File: src/rtl/restoring_divider_seq.sv
// Sequential radix-2 restoring divider: 2N-bit dividend / N-bit divisor -> N-bit quotient and remainder.
// One quotient bit per clock, with valid/ready handshakes on both the operand and the result side.
module restoring_divider_seq #(
  parameter int N  = 32,
  parameter int CW = 6
) (
  input  logic             clk,
  input  logic             rst,
  input  logic             in_valid,
  output logic             in_ready,
  input  logic [2*N-1:0]   dividend,
  input  logic [N-1:0]     divisor,
  output logic             out_valid,
  input  logic             out_ready,
  output logic [N-1:0]     quotient,
  output logic [N-1:0]     remainder,
  output logic             div_by_zero,
  output logic             overflow
);

  typedef enum logic [1:0] {
    IDLE,
    RUN,
    DONE
  } state_t;

  state_t         r_state;
  state_t         w_stateNext;

  logic [N-1:0]   r_rem;
  logic [N-1:0]   w_remNext;
  logic [N-1:0]   r_q;
  logic [N-1:0]   w_qNext;
  logic [N-1:0]   r_d;
  logic [N-1:0]   w_dNext;
  logic [CW-1:0]  r_count;
  logic [CW-1:0]  w_countNext;

  logic [N-1:0]   r_quotient;
  logic [N-1:0]   w_quotientNext;
  logic [N-1:0]   r_remainder;
  logic [N-1:0]   w_remainderNext;
  logic           r_divByZero;
  logic           w_divByZeroNext;
  logic           r_overflow;
  logic           w_overflowNext;

  logic [N:0]     w_shifted;
  logic [N:0]     w_trial;
  logic           w_trialNeg;
  logic [N-1:0]   w_remIter;
  logic [N-1:0]   w_qIter;
  logic           w_lastIter;
  logic           w_accept;
  logic           w_divisorZero;
  logic           w_quotientTooWide;

  // The partial remainder stays below the divisor, so its carry bit is always zero
  // and only N bits are kept; the trial subtraction still runs at N+1 bits.
  assign w_shifted  = {1'b0, r_rem, r_q[N-1]};
  assign w_trial    = w_shifted - {1'b0, r_d};
  assign w_trialNeg = w_trial[N];
  assign w_remIter  = w_trialNeg ? w_shifted[N-1:0] : w_trial[N-1:0];
  assign w_qIter    = {r_q[N-2:0], ~w_trialNeg};
  assign w_lastIter = (r_count == CW'(N - 1));

  assign w_accept          = in_valid && (r_state == IDLE);
  assign w_divisorZero     = (divisor == '0);
  assign w_quotientTooWide = (dividend[2*N-1:N] >= divisor);

  assign in_ready    = (r_state == IDLE);
  assign out_valid   = (r_state == DONE);
  assign quotient    = r_quotient;
  assign remainder   = r_remainder;
  assign div_by_zero = r_divByZero;
  assign overflow    = r_overflow;

  always_comb begin
    w_stateNext     = r_state;
    w_remNext       = r_rem;
    w_qNext         = r_q;
    w_dNext         = r_d;
    w_countNext     = r_count;
    w_quotientNext  = r_quotient;
    w_remainderNext = r_remainder;
    w_divByZeroNext = r_divByZero;
    w_overflowNext  = r_overflow;

    unique case (r_state)
      IDLE: begin
        if (w_accept) begin
          if (w_divisorZero) begin
            w_stateNext     = DONE;
            w_quotientNext  = '1;
            w_remainderNext = dividend[N-1:0];
            w_divByZeroNext = 1'b1;
            w_overflowNext  = 1'b0;
          end else if (w_quotientTooWide) begin
            w_stateNext     = DONE;
            w_quotientNext  = '1;
            w_remainderNext = '0;
            w_divByZeroNext = 1'b0;
            w_overflowNext  = 1'b1;
          end else begin
            w_stateNext = RUN;
            w_remNext   = dividend[2*N-1:N];
            w_qNext     = dividend[N-1:0];
            w_dNext     = divisor;
            w_countNext = '0;
          end
        end
      end

      RUN: begin
        w_remNext   = w_remIter;
        w_qNext     = w_qIter;
        w_countNext = r_count + CW'(1);
        if (w_lastIter) begin
          w_stateNext     = DONE;
          w_quotientNext  = w_qIter;
          w_remainderNext = w_remIter;
          w_divByZeroNext = 1'b0;
          w_overflowNext  = 1'b0;
        end
      end

      DONE: begin
        if (out_ready) begin
          w_stateNext = IDLE;
        end
      end

      default: begin
        w_stateNext = IDLE;
      end
    endcase
  end

  // Reset discards any in-flight or held result, so nothing aborted is ever presented.
  always_ff @(posedge clk) begin
    if (rst) begin
      r_state     <= IDLE;
      r_rem       <= '0;
      r_q         <= '0;
      r_d         <= '0;
      r_count     <= '0;
      r_quotient  <= '0;
      r_remainder <= '0;
      r_divByZero <= 1'b0;
      r_overflow  <= 1'b0;
    end else begin
      r_state     <= w_stateNext;
      r_rem       <= w_remNext;
      r_q         <= w_qNext;
      r_d         <= w_dNext;
      r_count     <= w_countNext;
      r_quotient  <= w_quotientNext;
      r_remainder <= w_remainderNext;
      r_divByZero <= w_divByZeroNext;
      r_overflow  <= w_overflowNext;
    end
  end

endmodule

File: config.mk
export PLATFORM = sky130hd
export DESIGN_NAME = restoring_divider_seq
export DESIGN_NICKNAME = d
export VERILOG_FILES = /design/src/rtl/restoring_divider_seq.sv
export SDC_FILE = /design/constraint.sdc
export NUM_CORES = 1
export LEC_CHECK = 0
export BUFFER_PORTS_ARGS = -buffer_cell sky130_fd_sc_hd__buf_2
export CAP_MARGIN = 20
export CORE_MARGIN = 2
export CORE_UTILIZATION = 50
export CTS_CLUSTER_SIZE = 16
export DETAILED_ROUTE_END_ITERATION = 6
export GPL_TIMING_DRIVEN = 0
export PLACE_DENSITY = 0.7
export SETUP_SLACK_MARGIN = 0.02
export SLEW_MARGIN = 20
export SYNTH_ARGS = -nofsm -noshare
export SYNTH_HDL_FRONTEND = slang
export SYNTH_SLANG_ARGS = --single-unit
File: constraint.sdc
create_clock -name clk -period 6.24 [get_ports clk]
set_clock_uncertainty 0.2 [all_clocks]
set_input_delay 0.624 -clock clk [delete_from_list [all_inputs] [get_ports clk]]
set_output_delay 0.624 -clock clk [all_outputs]
set_load 0.02 [all_outputs]
# Word-level counts from Yosys, hierarchy flattened

Index checks and enable logic that the tools add are counted.

$add $sub $neg: 2
$lt $le $gt $ge: 1
Eq/ne operators: 9
Multiplexer cells: 38
Bitwise logic cells: 3
Reduce and logical (&&, ||, !) cells: 8

Operator list:

| operator                                                                 | number |
|---|---|
| 32-bit 2-to-1 mux                                                        | 15 |
| 32-bit one-hot mux with 2 select lines                                   | 4 |
| 33-bit by 32-bit subtractor with 33-bit output                           | 1 |
| 32-bit >= comparator                                                     | 1 |
| 32-bit zero test                                                         | 1 |
| 6-bit 2-to-1 mux                                                         | 3 |
| 6-bit one-hot mux with 2 select lines                                    | 1 |
| 4-bit AND reduction                                                      | 3 |
| 2-bit 2-to-1 mux                                                         | 5 |
| 1-bit 2-to-1 mux                                                         | 7 |
| 6-bit by 1-bit adder with 6-bit output (second input constant)           | 1 |
| 6-bit by 5-bit == test with 1-bit output (second input constant)         | 1 |
| 2-bit inequality test (second input constant)                            | 3 |
| 2-bit one-hot mux with 3 select lines                                    | 1 |
| 2-bit by 1-bit inequality test with 1-bit output (second input constant) | 2 |
| 1-bit one-hot mux with 2 select lines                                    | 2 |
| 3-bit by 1-bit inequality test with 1-bit output (second input constant) | 1 |
| 1-bit inverter                                                           | 3 |
| 3-bit AND reduction                                                      | 1 |
| 2-bit by 1-bit == test with 1-bit output (second input constant)         | 1 |
| 2-bit == test (second input constant)                                    | 1 |
| 2-bit zero test                                                          | 1 |
| 2-bit nonzero test                                                       | 1 |
| 1-bit logical AND                                                        | 1 |

Bits in registers: 170
Input port bits: 100
Output and inout bits: 68
Logic and storage cells: 70

# Longest topological paths before layout

Gate-level depths: netlist of run 1.

Word-level depth: 5
Depth in mapped cells: 13
Depth with buffers taken out: 12

# Worst setup path after synthesis of run 1

No wires, ideal clock.

Path kind: input-to-reg
From: input divisor[23]
To: register r_d[10]
Setup time: 128 ps
Arrival: 3042 ps
Data required time: 5912 ps
Setup slack: 2870 ps
Cell stages on the path: 12
Buffers on the path: 2
Cell sequence: inv_1 -> ha_1 -> a211oi_1 -> o21ai_1 -> o221a_1 -> or4_1 -> a31oi_4 -> and3_1 -> buf_4 -> buf_4 -> mux2i_1 -> nor2_1

Word-level cells in the longest chain between the ends: 3
Elaborated cells between the ends (all ways): 5
Classes of those cells: 1 x order compare; 2 x bitwise; 2 x reduce/logical

RTL lines:

| item                                                            | RTL line | RTL |
|---|---|---|
| start: declaration                                              | 12       | `input logic [N-1:0] divisor,` |
| 32-bit >= comparator / 32-bit zero test (equally long branches) | 69, 68   |  |
| 1-bit inverter (no line)                                        | n/a      |  |
| 4-bit AND reduction (no line) *                                 | n/a      |  |
| end signal: assignment                                          | 155      | `r_d <= w_dNext;` |
| end: declaration                                                | 34       | `logic [N-1:0] r_d;` |

Mark *: on every way between the ends. The rest lies on a longest branch, timed or not.
A chain may end at the register's enable or synchronous reset.

# Worst setup path after layout of run 1

From: input divisor[6]
To: register r_rem[6]

Word-level cells in the longest chain between the ends: 3
Elaborated cells between the ends (all ways): 5
Classes of those cells: 1 x order compare; 2 x eq/ne; 2 x reduce/logical

RTL lines:

| item                                                            | RTL line | RTL |
|---|---|---|
| 32-bit >= comparator / 32-bit zero test (equally long branches) | 69, 68   |  |
| 2-bit inequality test (no line)                                 | n/a      |  |
| 4-bit AND reduction (no line) *                                 | n/a      |  |
| end signal: assignment                                          | 153      | `r_rem <= w_remNext;` |
| end: declaration                                                | 30       | `logic [N-1:0] r_rem;` |

Marked as above.

==> flow_metrics.env, run 1 <==
export IMPL_outcome="finished clean"
export IMPL_area_growth_synth_to_final_pct=16.93
export IMPL_start_util_pct=50.47
export IMPL_power_density_nw_per_um2=373.9
export IMPL_crit_top_cell="clkbuf_1"
export IMPL_vias=11270
export IMPL_switching_share_pct=45.55
export IMPL_synth_edf_count=0
export IMPL_cp_depth=11
export IMPL_dieWidth_um=149.0
export IMPL_layout_commonest_cell="buf_2"
export IMPL_worst_path_dominant_cell_family="simple AND/OR/NAND/NOR gates"
export IMPL_timing_final_crit_share_pct=73.39
export IMPL_clkTransAtPathRegs_ps=80
export IMPL_min_period_ps=4580
export IMPL_std_cell_rows=53
export IMPL_ys_flop_type="dfxtp_1"
export IMPL_p_int_w=0.002502
export IMPL_path_buf_inv=3
export IMPL_netlist_area_um2=10510
export IMPL_worstMarginPinSlew_ps=1129
export IMPL_power_switching_w=0.002093
export IMPL_rsz0062_at_grt="false"
export IMPL_power_w=0.004595
export IMPL_layout_common_cells="181 x buf_2, 171 x nor2_1, 170 x dfxtp_1"
export IMPL_io_buffers=166
export IMPL_hold_viol=0
export IMPL_async_flop_share_pct=0
export IMPL_gp_congestion=0.9614
export IMPL_core_um2=20820
export IMPL_dpl_worst_slack_ps=1532
export IMPL_slew_violations=0
export IMPL_postCtsSetupBuffers=0
export IMPL_cts_buffers=17
export IMPL_ys_seq_elements=170
export IMPL_muxShareOfSynthArea_pct=3.822
export IMPL_maxSlewHeadroom_pct=24.71
export IMPL_hold_path_cell_count=3
export IMPL_synth_avg_cell_area_um2=7.802
export IMPL_worst_ep_arrival_time_ps=4740
export IMPL_dp_hpwl_mm=29.54
export IMPL_fmax_mhz=218.3
export IMPL_synth_compound_area_share_pct=24.15
export IMPL_cp_cell_sequence="buf_2 -> nor4_1 -> nand4_1 -> nor2_1 -> or4_1 -> a31oi_4 -> a21oi_2 -> clkbuf_1 -> clkbuf_1 -> nand2_1 -> a21oi_1"
export IMPL_crit_fanout=10
export IMPL_placed_cell_area_um2=11700
export IMPL_final_nets=1699
export IMPL_setup_viol=0
export IMPL_cts_repair_resized=0
export IMPL_p_comb_share_pct=47.5
export IMPL_wirelength_mm=37.83
export IMPL_synth_top_family_by_area="compound AO/OA/AOI/OAI gates"
export IMPL_synth_cell_types=78
export IMPL_clock_path_buffers=2
export IMPL_power_frac_seq_pct=29.0
export IMPL_clock_power_share_pct=23.5
export IMPL_cp_end_kind="register"
export IMPL_clk_latency_ps=450
export IMPL_grt_max_degree=19
export IMPL_grt_antenna_before_repair=0
export IMPL_cp_slowest_cell="nor2_1"
export IMPL_cts_tree="yes"
export IMPL_fin_cells=1821
export IMPL_crit_required_ps=6410
export IMPL_dieArea_um2=22190
export IMPL_drc=0
export IMPL_hold_path_class="in -> reg"
export IMPL_synthCells=1347
export IMPL_grt_pass1_wl_mm=57.44
export IMPL_cts_hold_buf=0
export IMPL_setup_slack_ps=1660
export IMPL_ir_drop_mv=0.2153
export IMPL_synth_simple_area_share_pct=22.99
export IMPL_via_per_inst=6.190
export IMPL_synthAdderAreaFrac_pct=7.930
export IMPL_drtAntennaViolNets=0
export IMPL_fin_area_um2=12290
export IMPL_root_buffer="clkbuf_16"
export IMPL_drive_gt1_share_pct=15.65
export IMPL_htree_levels=4
export IMPL_dp_cells=1789
export IMPL_dr_pass1_iters=6
export IMPL_grt_ovfl_total=0
export IMPL_yosysSeqAreaShare_pct=32.38
export IMPL_synth_nets=1513
export IMPL_grt_use_total_pct=33.66
export IMPL_avgRoutedWirePerCell_um=20.77
export IMPL_diodes=0
export IMPL_fp_dieH_um=149.0
export IMPL_io_pins=168
export IMPL_cp_slowest_stage_delay_ps=800
export IMPL_p_leak_nw=4.985
export IMPL_crit_path_start_kind="primary input"
export IMPL_ys_warn_count=0
export IMPL_rr_worst_depth=13
export IMPL_path_class="in -> reg"
export IMPL_synth_xor_area_share_pct=1.834
export IMPL_first_iter_violations=1080
export IMPL_cts_sinks=170
export IMPL_first_global_vias=10260
export IMPL_setup_tns_ps=0
export IMPL_cap_viol_max_count=0
stage by stage:
step                utilization [%]  hold WS, ps
global route                  59.01        259.8
global placement              56.11        263.3
finish                        59.01        245.2
detailed placement            56.17        273.4
CTS                           59.01        247.2
floorplan                         -        245.7
kinds of logic after synthesis:
kind of cell             count (synthesis)
AO/OA/AOI/OAI                          356
AND/OR/NAND/NOR                        516
adder cells (fa/ha/maj)                 66
XOR/XNOR                                22
flip-flops                             170
multiplexers                            40
buffers and inverters                  177
cells in the mapped netlist (4+ instances only):
cell / number / area share [%]
and2_1: 11 / 0.65
nor4_4: 4 / 0.81
xor2_1: 4 / 0.33
buf_2: 15 / 0.71
a31oi_1: 12 / 0.71
xnor2_1: 18 / 1.5
a311oi_1: 59 / 4.9
o21ai_1: 12 / 0.57
nand2b_1: 8 / 0.48
a41oi_1: 5 / 0.42
a21o_1: 21 / 1.5
a21oi_1: 74 / 3.5
nand4_1: 13 / 0.77
o21a_1: 9 / 0.64
nor2_1: 171 / 6.1
a221oi_1: 5 / 0.42
ha_1: 65 / 7.7
nand3_1: 48 / 2.3
dfxtp_1: 170 / 32
a32o_1: 4 / 0.38
clkbuf_1: 72 / 2.6
a211oi_1: 25 / 1.8
nor2b_1: 10 / 0.60
inv_1: 77 / 2.8
o31ai_1: 16 / 1.1
o211ai_1: 13 / 0.93
nor3_1: 81 / 3.9
o21ai_0: 53 / 2.5
a311o_1: 5 / 0.48
mux2i_1: 39 / 3.7
buf_4: 9 / 0.64
nand2_1: 131 / 4.7
nor4_1: 12 / 0.71
and3_1: 7 / 0.42
tightest hold or removal path, cell delays in order:
cell	delay (ps)
buf_2	100
mux2i_1	60
nor2_1	70
layout make-up:
class / count / area [um^2]
buffer: 100 / 435.4
clock buffer: 18 / 439.2
clock inverter: 14 / 152.6
fill: 2019 / 8534
inverter: 77 / 289.0
multi-input combinational: 1000 / 6386
sequential: 170 / 3403
tap: 275 / 344.1
timing repair buffer: 167 / 838.3
layer usage:
| metal | GRT usage [%] | vias to the layer above | share of wire, % |
|---|---|---|---|
| li1 | - | 5301 | - |
| met1 | 46.63 | 5237 | 42 |
| met2 | 53.06 | 619 | 43 |
| met3 | 5.810 | 115 | 10 |
| met4 | 11.48 | 0 | 3.9 |
| met5 | 0 | - | 0 |
flip-flops by register name, indices dropped and copies added (netlist names):
| signal | flops |
|---|---|
| div_by_zero | 1 |
| overflow | 1 |
| quotient | 32 |
| r_count | 6 |
| r_d | 32 |
| r_q | 32 |
| r_rem | 32 |
| r_state | 2 |
| remainder | 32 |
path summary, 6_finish.rpt:
check / startpoint / end / slack [ps]
setup / recovery: divisor[6] / r_rem[6]$_SDFFE_PP0P_ / 1660
hold / removal: divisor[7] / r_d[7]$_SDFFE_PP0P_ / 250
setup reg to reg: r_q[31]$_SDFFE_PP0P_ / remainder[26]$_SDFFE_PP0P_ / 1980
hold reg to reg: quotient[15]$_SDFFE_PP0P_ / quotient[15]$_SDFFE_PP0P_ / 290
power by group through the flow:
stage          combinational, W  sequential, W  clock [W]
2_1_floorplan           0.00147        0.00136          0
3_3_place_gp            0.00209        0.00135          0
3_5_place_dp            0.00211        0.00135          0
4_1_cts                 0.00212        0.00132    0.00108
5_1_grt                 0.00235        0.00134    0.00112
6_report                0.00218        0.00133    0.00108
Note: power is estimated with default switching activity, not from simulation.
==> run 2, diff against run 1 <==
- ABC_AREA: default -> 1
- PLACE_DENSITY: 0.7 -> 0.72
- clock period: 6.24 -> 3.9 ns (I/O delays scaled with it)
==> flow_metrics.env, run 2 <==
export IMPL_outcome="complete, but fails checks"
export IMPL_violations="design-rule violations, negative hold slack"
export IMPL_rr_worst_depth=20
export IMPL_diodes=0
export IMPL_cp_slowest_cell="nor2_1"
export IMPL_drive_gt1_share_pct=11.93
export IMPL_via_per_inst=5.162
export IMPL_std_cell_rows=55
export IMPL_dp_cells=2375
export IMPL_drc=1
export IMPL_synth_cell_types=30
export IMPL_cap_viol_max_count=0
export IMPL_cts_tree="yes"
export IMPL_synth_xor_area_share_pct=1.310
export IMPL_vias=12460
export IMPL_worstReg2RegStart="r_q[31]$_SDFFE_PP0P_"
export IMPL_clock_path_buffers=2
export IMPL_fp_dieH_um=154.8
export IMPL_synth_nets=2089
export IMPL_timing_hold_ws_ps=-1.364
export IMPL_cp_cell_sequence="dlygate4sd3_1 -> buf_2 -> inv_1 -> ha_1 -> nand2_1 -> o21bai_1 -> nand2_1 -> a21oi_1 -> nand2_1 -> nand2_1 -> nand4_1 -> nor2_1 -> clkbuf_1 -> o21ai_0 -> nor2_1"
export IMPL_cts_repair_resized=0
export IMPL_setup_tns_ps=0
export IMPL_synth_avg_cell_area_um2=5.910
export IMPL_cts_sinks=170
export IMPL_crit_fanout=10
export IMPL_dpl_worst_slack_ps=657.9
export IMPL_clk_latency_ps=450
export IMPL_worstMarginPinSlew_ps=742.2
export IMPL_synth_compound_area_share_pct=8.698
export IMPL_netlist_area_um2=11360
export IMPL_hold_viol=2
export IMPL_maxSlewHeadroom_pct=50.34
export IMPL_ys_flop_type="dfxtp_1"
export IMPL_hold_path_class="in -> reg"
export IMPL_dieWidth_um=154.8
export IMPL_io_buffers=167
export IMPL_fmax_mhz=297.3
export IMPL_cts_buffers=17
export IMPL_hp_start="divisor[14]"
export IMPL_ys_top_cells_by_count="588 x nand2_1, 329 x nor2_1, 237 x inv_1"
export IMPL_fin_cells=2414
export IMPL_synth_edf_count=0
export IMPL_hold_path_cell_count=3
export IMPL_grt_use_total_pct=32.01
export IMPL_grt_max_degree=19
export IMPL_yosysSeqAreaShare_pct=29.95
export IMPL_min_period_ps=3364
export IMPL_crit_path_start_kind="primary input"
export IMPL_setup_slack_ps=536.1
export IMPL_synthAdderAreaFrac_pct=7.332
export IMPL_htree_levels=4
export IMPL_yosysMostFrequentCell="nand2_1"
export IMPL_ys_top_cells_by_area="dfxtp_1 30%, nand2_1 19%, nor2_1 11%"
export IMPL_gp_congestion=0.9373
export IMPL_synth_top_family_by_area="simple AND/OR/NAND/NOR gates"
export IMPL_drtAntennaViolNets=0
export IMPL_timing_final_crit_share_pct=86.25
export IMPL_final_nets=2282
export IMPL_synthCells=1923
export IMPL_start_util_pct=50.50
export IMPL_clkTransAtPathRegs_ps=70
export IMPL_path_class="in -> reg"
export IMPL_root_buffer="clkbuf_16"
export IMPL_dr_pass1_iters=7
export IMPL_r2r_setup_slack_ps=710
export IMPL_crit_required_ps=4080
export IMPL_setup_viol=0
export IMPL_first_global_vias=11720
export IMPL_r2r_end="r_rem[11]$_SDFFE_PP0P_"
export IMPL_synth_simple_area_share_pct=40.92
export IMPL_io_pins=168
export IMPL_ir_drop_mv=0.2672
export IMPL_cp_end_kind="register"
export IMPL_p_leak_nw=6.929
export IMPL_grt_antenna_before_repair=0
export IMPL_avgRoutedWirePerCell_um=15.89
export IMPL_rsz0062_at_grt="false"
export IMPL_slew_violations=0
export IMPL_min_to="r_d[14]$_SDFFE_PP0P_"
export IMPL_yosys_area_top_type_share_pct=29.95
export IMPL_muxShareOfSynthArea_pct=0
export IMPL_area_growth_synth_to_final_pct=16.22
export IMPL_async_flop_share_pct=0
export IMPL_dp_hpwl_mm=30.82
export IMPL_dieArea_um2=23950
export IMPL_crit_top_cell="nand2_1"
export IMPL_fin_area_um2=13210
export IMPL_placed_cell_area_um2=12560
export IMPL_cp_slowest_stage_delay_ps=590
export IMPL_core_um2=22500
export IMPL_wirelength_mm=38.36
export IMPL_first_iter_violations=949
export IMPL_ys_seq_elements=170
export IMPL_grt_ovfl_total=0
export IMPL_ys_warn_count=0
export IMPL_layout_common_cells="588 x nand2_1, 329 x nor2_1, 237 x inv_1"
export IMPL_grt_pass1_wl_mm=59.91
export IMPL_worst_ep_arrival_time_ps=3550
export IMPL_fillers=2325
export IMPL_layout_commonest_cell="nand2_1"
export IMPL_power_density_nw_per_um2=560.5
export IMPL_yosysTopAreaCell="dfxtp_1"
## run 2: cell count changes after synthesis, moves of 42 or more
cell      before  now
nand2_1      131  588
inv_1         77  237
nor2_1       171  329
nand3_1       48  153
a311oi_1      59    0
nor3_1        81   39
## run 2: cell families (layout without fill, tap and decap cells)
| logic type | after synthesis | in the layout |
|---|---|---|
| xor+xnor | 17 | 17 |
| simple gates | 1144 | 1144 |
| buf+inv | 337 | 543 |
| fa+ha+maj | 66 | 66 |
| compound gates | 189 | 189 |
| flops | 170 | 170 |
## run 2: what timing repair did
action                                 CTS  global route
buffers inserted                         0             0
endpoints found under the hold margin    7             0
hold buffers                             7             0
## run 2: worst max path at each step
| stage | start | to |
|---|---|---|
| after floorplan | r_q[31]$_SDFFE_PP0P_ | remainder[18]$_SDFFE_PP0P_ |
| after global placement | divisor[31] | r_d[29]$_SDFFE_PP0P_ |
| after detailed placement | divisor[31] | r_d[30]$_SDFFE_PP0P_ |
| after CTS | divisor[11] | r_d[30]$_SDFFE_PP0P_ |
| after global routing | divisor[11] | r_d[26]$_SDFFE_PP0P_ |
| final | divisor[11] | r_d[30]$_SDFFE_PP0P_ |
## run 2: metrics by stage
step / hold WS [ps] / total power (W) / utilization, %
floorplan: 235.4 / 0.004645 / -
global placement: 248.3 / 0.005610 / 55.80
detailed placement: 251.8 / 0.005655 / 55.80
CTS: 1.529 / 0.007347 / 58.69
global route: 13.61 / 0.007925 / 58.69
finish: -1.364 / 0.007403 / 58.69
## run 2: area by class of cell
| cell class | instances | area (um^2) | area share (%) |
|---|---|---|---|
| clock inverter | 14 | 151.4 | 1.146 |
| multi-input combinational | 1416 | 6621 | 50.13 |
| inverter | 248 | 930.9 | 7.048 |
| timing repair buffer | 174 | 905.9 | 6.859 |
| buffer | 89 | 409.1 | 3.098 |
| tap | 285 | 356.6 | 2.700 |
| clock buffer | 18 | 429.2 | 3.249 |
| sequential | 170 | 3403 | 25.77 |
## run 2: power by group
part           switching (W)  internal [W]  leakage [nW]
Sequential          0.000207       0.00202          1.40
Clock               0.000860      0.000858         0.282
Combinational        0.00235       0.00111          5.25
## run 2: critical path, delay by kind of cell
kind            cells  cell delay [ps]
compound gates      3              410
simple gates        7             1210
buf+inv             4             1290
fa+ha+maj           1              260
## run 2: metal layers
metal,track usage (%),vias up,wire length [um]
li1,-,6374,-
met1,41.48,5540,16830
met2,53.72,475,17580
met3,5.156,73,2745
met4,12.08,0,1204
met5,0,-,0
